## src/rtl/bp_mem_1rw_arbiter.sv

```systemverilog
// Round-robin arbiter sharing one 1RW byte-masked SRAM among num_req_p requesters.
// Optional zero-fill sequence after reset: define BP_MEM_1RW_ARBITER_INIT_EN.
module bp_mem_1rw_arbiter #(
    parameter int num_req_p = 2,
    parameter int width_p   = 64,
    parameter int els_p     = 512,
    localparam int addr_width_lp   = $clog2(els_p),
    localparam int mask_width_lp   = width_p >> 3,
    localparam int req_id_width_lp = $clog2(num_req_p)
) (
    input  logic                                 clk_i,
    input  logic                                 reset_n_i,
    input  logic [num_req_p-1:0]                 v_i,
    input  logic [num_req_p-1:0]                 w_i,
    input  logic [num_req_p*addr_width_lp-1:0]   addr_i,
    input  logic [num_req_p*width_p-1:0]         data_i,
    input  logic [num_req_p*mask_width_lp-1:0]   write_mask_i,
    output logic [num_req_p-1:0]                 yumi_o,
    output logic [num_req_p-1:0]                 data_v_o,
    output logic [width_p-1:0]                   data_o,
    output logic                                 busy_o,
    output logic                                 mem_v_o,
    output logic                                 mem_w_o,
    output logic [addr_width_lp-1:0]             mem_addr_o,
    output logic [width_p-1:0]                   mem_data_o,
    output logic [mask_width_lp-1:0]             mem_write_mask_o,
    input  logic [width_p-1:0]                   mem_data_i
);

    logic [num_req_p-1:0][addr_width_lp-1:0] addr_a;
    logic [num_req_p-1:0][width_p-1:0]       data_a;
    logic [num_req_p-1:0][mask_width_lp-1:0] mask_a;

    assign addr_a = addr_i;
    assign data_a = data_i;
    assign mask_a = write_mask_i;

    logic [req_id_width_lp-1:0] rr_ptr;
    logic [req_id_width_lp-1:0] grant_id;
    logic [req_id_width_lp-1:0] cand;
    logic                       grant_found;
    logic                       arb_en;
    logic                       rd_pending;
    logic [req_id_width_lp-1:0] rd_id;
    int unsigned                idx;

`ifdef BP_MEM_1RW_ARBITER_INIT_EN
    typedef enum logic {ST_INIT, ST_RUN} state_e;
    state_e                   state;
    logic [addr_width_lp-1:0] init_addr;

    always_ff @(posedge clk_i or negedge reset_n_i) begin
        if (!reset_n_i) begin
            state     <= ST_INIT;
            init_addr <= '0;
        end else if (state == ST_INIT) begin
            if (init_addr == addr_width_lp'(els_p - 1)) begin
                state <= ST_RUN;
            end else begin
                init_addr <= init_addr + 1'b1;
            end
        end
    end

    assign busy_o = (state == ST_INIT);
    assign arb_en = reset_n_i & (state == ST_RUN);
`else
    assign busy_o = 1'b0;
    assign arb_en = reset_n_i;
`endif

    // Search from rr_ptr upward, wrapping; the first valid requester wins.
    always_comb begin
        grant_found = 1'b0;
        grant_id    = '0;
        idx         = 0;
        cand        = '0;
        for (int unsigned i = 0; i < num_req_p; i++) begin
            idx = 32'(rr_ptr) + i;
            if (idx >= num_req_p) idx = idx - num_req_p;
            cand = req_id_width_lp'(idx);
            if (!grant_found && v_i[cand]) begin
                grant_found = 1'b1;
                grant_id    = cand;
            end
        end
    end

    always_comb begin
        yumi_o = '0;
        if (grant_found && arb_en) yumi_o[grant_id] = 1'b1;
    end

    // With no grant, grant_id is 0 so the pins follow requester 0.
    always_comb begin
        mem_v_o          = |yumi_o;
        mem_w_o          = w_i[grant_id];
        mem_addr_o       = addr_a[grant_id];
        mem_data_o       = data_a[grant_id];
        mem_write_mask_o = mask_a[grant_id];
`ifdef BP_MEM_1RW_ARBITER_INIT_EN
        if (state == ST_INIT) begin
            mem_v_o          = reset_n_i;
            mem_w_o          = 1'b1;
            mem_addr_o       = init_addr;
            mem_data_o       = '0;
            mem_write_mask_o = '1;
        end
`endif
    end

    always_ff @(posedge clk_i or negedge reset_n_i) begin
        if (!reset_n_i) begin
            rr_ptr     <= '0;
            rd_pending <= 1'b0;
            rd_id      <= '0;
        end else begin
            if (|yumi_o) begin
                rr_ptr <= (grant_id == req_id_width_lp'(num_req_p - 1)) ? '0 : grant_id + 1'b1;
            end
            rd_pending <= (|yumi_o) & ~w_i[grant_id];
            rd_id      <= grant_id;
        end
    end

    always_comb begin
        data_v_o = '0;
        if (rd_pending) data_v_o[rd_id] = 1'b1;
    end

    assign data_o = mem_data_i;

endmodule

```

## config.mk

```make
export PLATFORM = sky130hd
export DESIGN_NAME = bp_mem_1rw_arbiter
export DESIGN_NICKNAME = d
export VERILOG_FILES = /design/src/rtl/bp_mem_1rw_arbiter.sv
export SDC_FILE = /design/constraint.sdc
export NUM_CORES = 1
export LEC_CHECK = 0
export CAP_MARGIN = 10
export CORE_AREA = 5 5 146 148
export DETAILED_ROUTE_END_ITERATION = 8
export DIE_AREA = 0 0 151 153
export GPL_TIMING_DRIVEN = 0
export PLACE_DENSITY = 0.46
export SETUP_SLACK_MARGIN = 0.02
export SYNTH_ARGS = -nofsm -noshare
export SYNTH_HDL_FRONTEND = slang
export SYNTH_SLANG_ARGS = --single-unit
```

## constraint.sdc

```tcl
create_clock -name clk_i -period 1.4 [get_ports clk_i]
set_input_delay 0.14 -clock clk_i [delete_from_list [all_inputs] [get_ports clk_i]]
set_output_delay 0.14 -clock clk_i [all_outputs]
set_load 0.02 [all_outputs]
```

==> impl_metrics.csv <==
group,metric,value,unit
run_status,status,"finished with violations",
run_status,violations,"negative setup slack",
setup_path,endpoint_kind,"output pin",
floorplan,boundaryPins,384,
setup_path,cp_common_cell,"buf_12",
hold_path,hold_end,"rr_ptr",
grt,track_usage,0.0874,
final_layout,seq_area,75.1,µm²
synth,synth-async-reset-ratio,1.00,
cts,htree_num_levels,1,
detailed_routing,drt-initial-drc-count,38,
synth,yosys.area_share.simple,0.0233,
floorplan,die_x,151,µm
grt,antenna_found_initial,0,
setup_path,crit_fanout,5,
detailed_routing,routed_wirelength,11.7,mm
synth,yosysTopAreaCellShare,0.387,
setup_path,r2r_setup_slack,-0.03,ns
hold_path,worstHoldPathCells,2,
setup_path,rr_startpoint,"rr_ptr",
detailed_routing,drc_errors,0,
cts,clkSinkCount,3,
floorplan,die_h,153,µm
detailed_routing,vias,2583,
cts,clk_pin_slew,0.03,ns
floorplan,start_util,0.0916,
sta,timing.fmax,543,MHz
synth,synth.distinct_cells,17,
placed_design,port_buffers,318,
hold_path,min_path_type,"in2reg",
final_layout,finalNetCount,752,
sta,period_share,1.32,
cts,cts_buffer_depth,2,
floorplan,die-area,23100,µm²
final_layout,n_fill_cell,2098,
setup_path,crit_family,"buffers and inverters",
grt,grt_max_degree,11,
cts,clk_latency,0.22,ns
setup_path,r2r_end,"rd_pending",
final_layout,post-route-util,0.296,
placed_design,hpwl,10.2,mm
pwr,irDropWorstVdd,0.000276,V
sta,tns,-31.45,ns
synth,synth_area,1820,µm²
final_layout,layout-drive-gt1-share,0.514,
synth,netlist_top_cells_count,"buf_4, mux2_4, mux2_2",
run,max_cap_viol_count,0,
synth,yosysSeqAreaShare,0.0412,
setup_path,crit_path_cell_trace,"nand2b_4 -> nand2_8 -> buf_12 -> buf_12 -> clkbuf_16 -> mux2_4 -> buf_6",
floorplan,row_count,52,
sta,setup_viol,85,
synth,synth_edf_count,0,
synth,synth.most_common_cell,"buf_4",
floorplan,core,19900,µm²
setup_path,cp-start-kind,"flip-flop",
detailed_routing,final_antenna_net_count,0,
sta,rsz0062_at_grt,"yes",
grt,grt_pass1_vias,2934,
cts,tritoncts,"built",
pwr,p_per_area,544,nW/µm²
synth,syn_area_per_cell,10.4,µm²
grt,grt.overflow.total,0,
final_layout,multiInputGateArea,1260,µm²
cts,ctsRootBufferMaster,"clkbuf_16",
setup_path,cp.required,1.26,ns
final_layout,area_growth,224,%
synth,synthAdderAreaFrac,0,
synth,synth-main-ff-cell,"dfrtp_1",
synth,synthMuxAreaShare,0.603,
cts,cts_made_buffers,3,
setup_path,cp_num_buf_inv,4,
synth,ys_ff_latch,3,
pwr,power_leakage,2.68,nW
synth,synth_top_area_cell,"mux2_4",
setup_path,r2r_cells,7,
synth,syn_inst,175,
synth,synth-xor-area-share,0,
detailed_routing,viasPerCell,3.27,
sta,fin_crit,1.84,ns
placed_design,place_area,5380,µm²
synth,synth_fp_nets,407,
hold_path,hp-start,"reset_n_i",
detailed_routing,post_drt_wl_per_cell,14.9,µm
detailed_routing,drt_first_pass_iters,4,
sta,setup_ws,-0.443,ns
sta,slew_violations,0,
synth,synth_top_family_by_area,"multiplexers",
synth,synth_compound_gate_area_share,0.0110,
synth,synthTopCellsByArea,"mux2_4, buf_4, mux2_2",
final_layout,fin_area,5900,µm²
final_layout,antenna_cells,0,
sta,finalHoldViolCount,0,
setup_path,worstSetupPathType,"reg2out",
sta,clock_skew,0.000233,ns
setup_path,cp_slowest_stage_delay,0.38,ns
grt,grt_pass1_wl,16.3,mm
setup_path,cp_slowest_cell,"dfrtp_1",
synth,yosysWarnings,0,
setup_path,cp.arrival,1.70,ns
placed_design,gp_routability_congestion,0.730,
==> logic make-up after synthesis <==
family,after synthesis
multiplexers,82
AO/OA/AOI/OAI,3
other,1
flip-flops,3
AND/OR/NAND/NOR,9
buffers and inverters,77
==> state kept, by name (all words and copies together) (netlist names) <==
register	flops
rr_ptr	1
rd_id	1
rd_pending	1
==> per-layer routing <==
layer / vias up / GRT usage / share of wire
met4: 0 / 0.0104 / 0.0083
met3: 10 / 0.0267 / 0.11
met5: - / 0 / 0
met1: 1176 / 0.0921 / 0.34
li1: 1226 / - / -
met2: 171 / 0.172 / 0.55
==> layout make-up <==
| class | count | share of cell area |
|---|---|---|
| buffer | 74 | 0.110 |
| timing repair buffer | 340 | 0.591 |
| inverter | 3 | 0.00191 |
| multi-input combinational | 95 | 0.214 |
| sequential | 3 | 0.0127 |
| clock buffer | 4 | 0.0134 |
| tap | 270 | 0.0573 |
==> worst max path at each step <==
stage | from | end | cells past startpoint
2_1_floorplan | rr_ptr | mem_data_o[10] | 5
3_3_place_gp | v_i[0] | mem_data_o[28] | 7
3_5_place_dp | v_i[0] | mem_data_o[28] | 7
4_1_cts | rr_ptr | mem_data_o[28] | 8
5_1_grt | rr_ptr | mem_data_o[20] | 7
6_report | rr_ptr | mem_data_o[20] | 7
==> cell usage in the layout, fill, tap and decap left out, drive strengths merged, types with 2 or more instances in the layout <==
master         Yosys  final
buf               74    165
clkbuf             0     11
mux2              82     82
nand2              2      2
inv                3      3
dlygate4sd2        0      7
clkdlybuf4s15      0      6
nor2               3      3
dfrtp              3      3
clkdlybuf4s50      0    228
==> through the flow <==
| stage | power [mW] | hold WS, ns | setup WS (ns) | cells |
|---|---|---|---|---|
| floorplan | 1.28 | -0.156 | 0.0342 | 175 |
| global placement | 2.49 | 0.382 | -0.876 | 763 |
| detailed placement | 2.49 | 0.389 | -0.898 | 763 |
| CTS | 3.11 | 0.328 | -0.492 | 778 |
| global route | 3.38 | 0.378 | -0.511 | 789 |
| finish | 3.21 | 0.341 | -0.443 | 789 |
==> what timing repair did <==
item	in CTS	in global routing
endpoints found under the hold margin	3	0
pin swaps	0	0
hold buffers	1	0
cloned	3	2
setup endpoints to repair	87	85
gates resized for setup	369	120
setup buffers	7	10
==> worst reg2reg max path, cell delays in order, from the launching register on <==
cell	delay (ns)
dfrtp_1	0.35
nand2b_4	0.16
nand2_8	0.06
buf_12	0.14
buf_12	0.14
buf_12	0.15
buf_8	0.13
o32ai_4	0.21
==> where the power goes <==
group / total, mW / switching, mW / internal, mW
combinational: 2.66 / 0.999 / 1.66
clock: 0.449 / 0.0733 / 0.375
sequential: 0.104 / 0.00567 / 0.0981
Power figures use the tool's default switching activity.
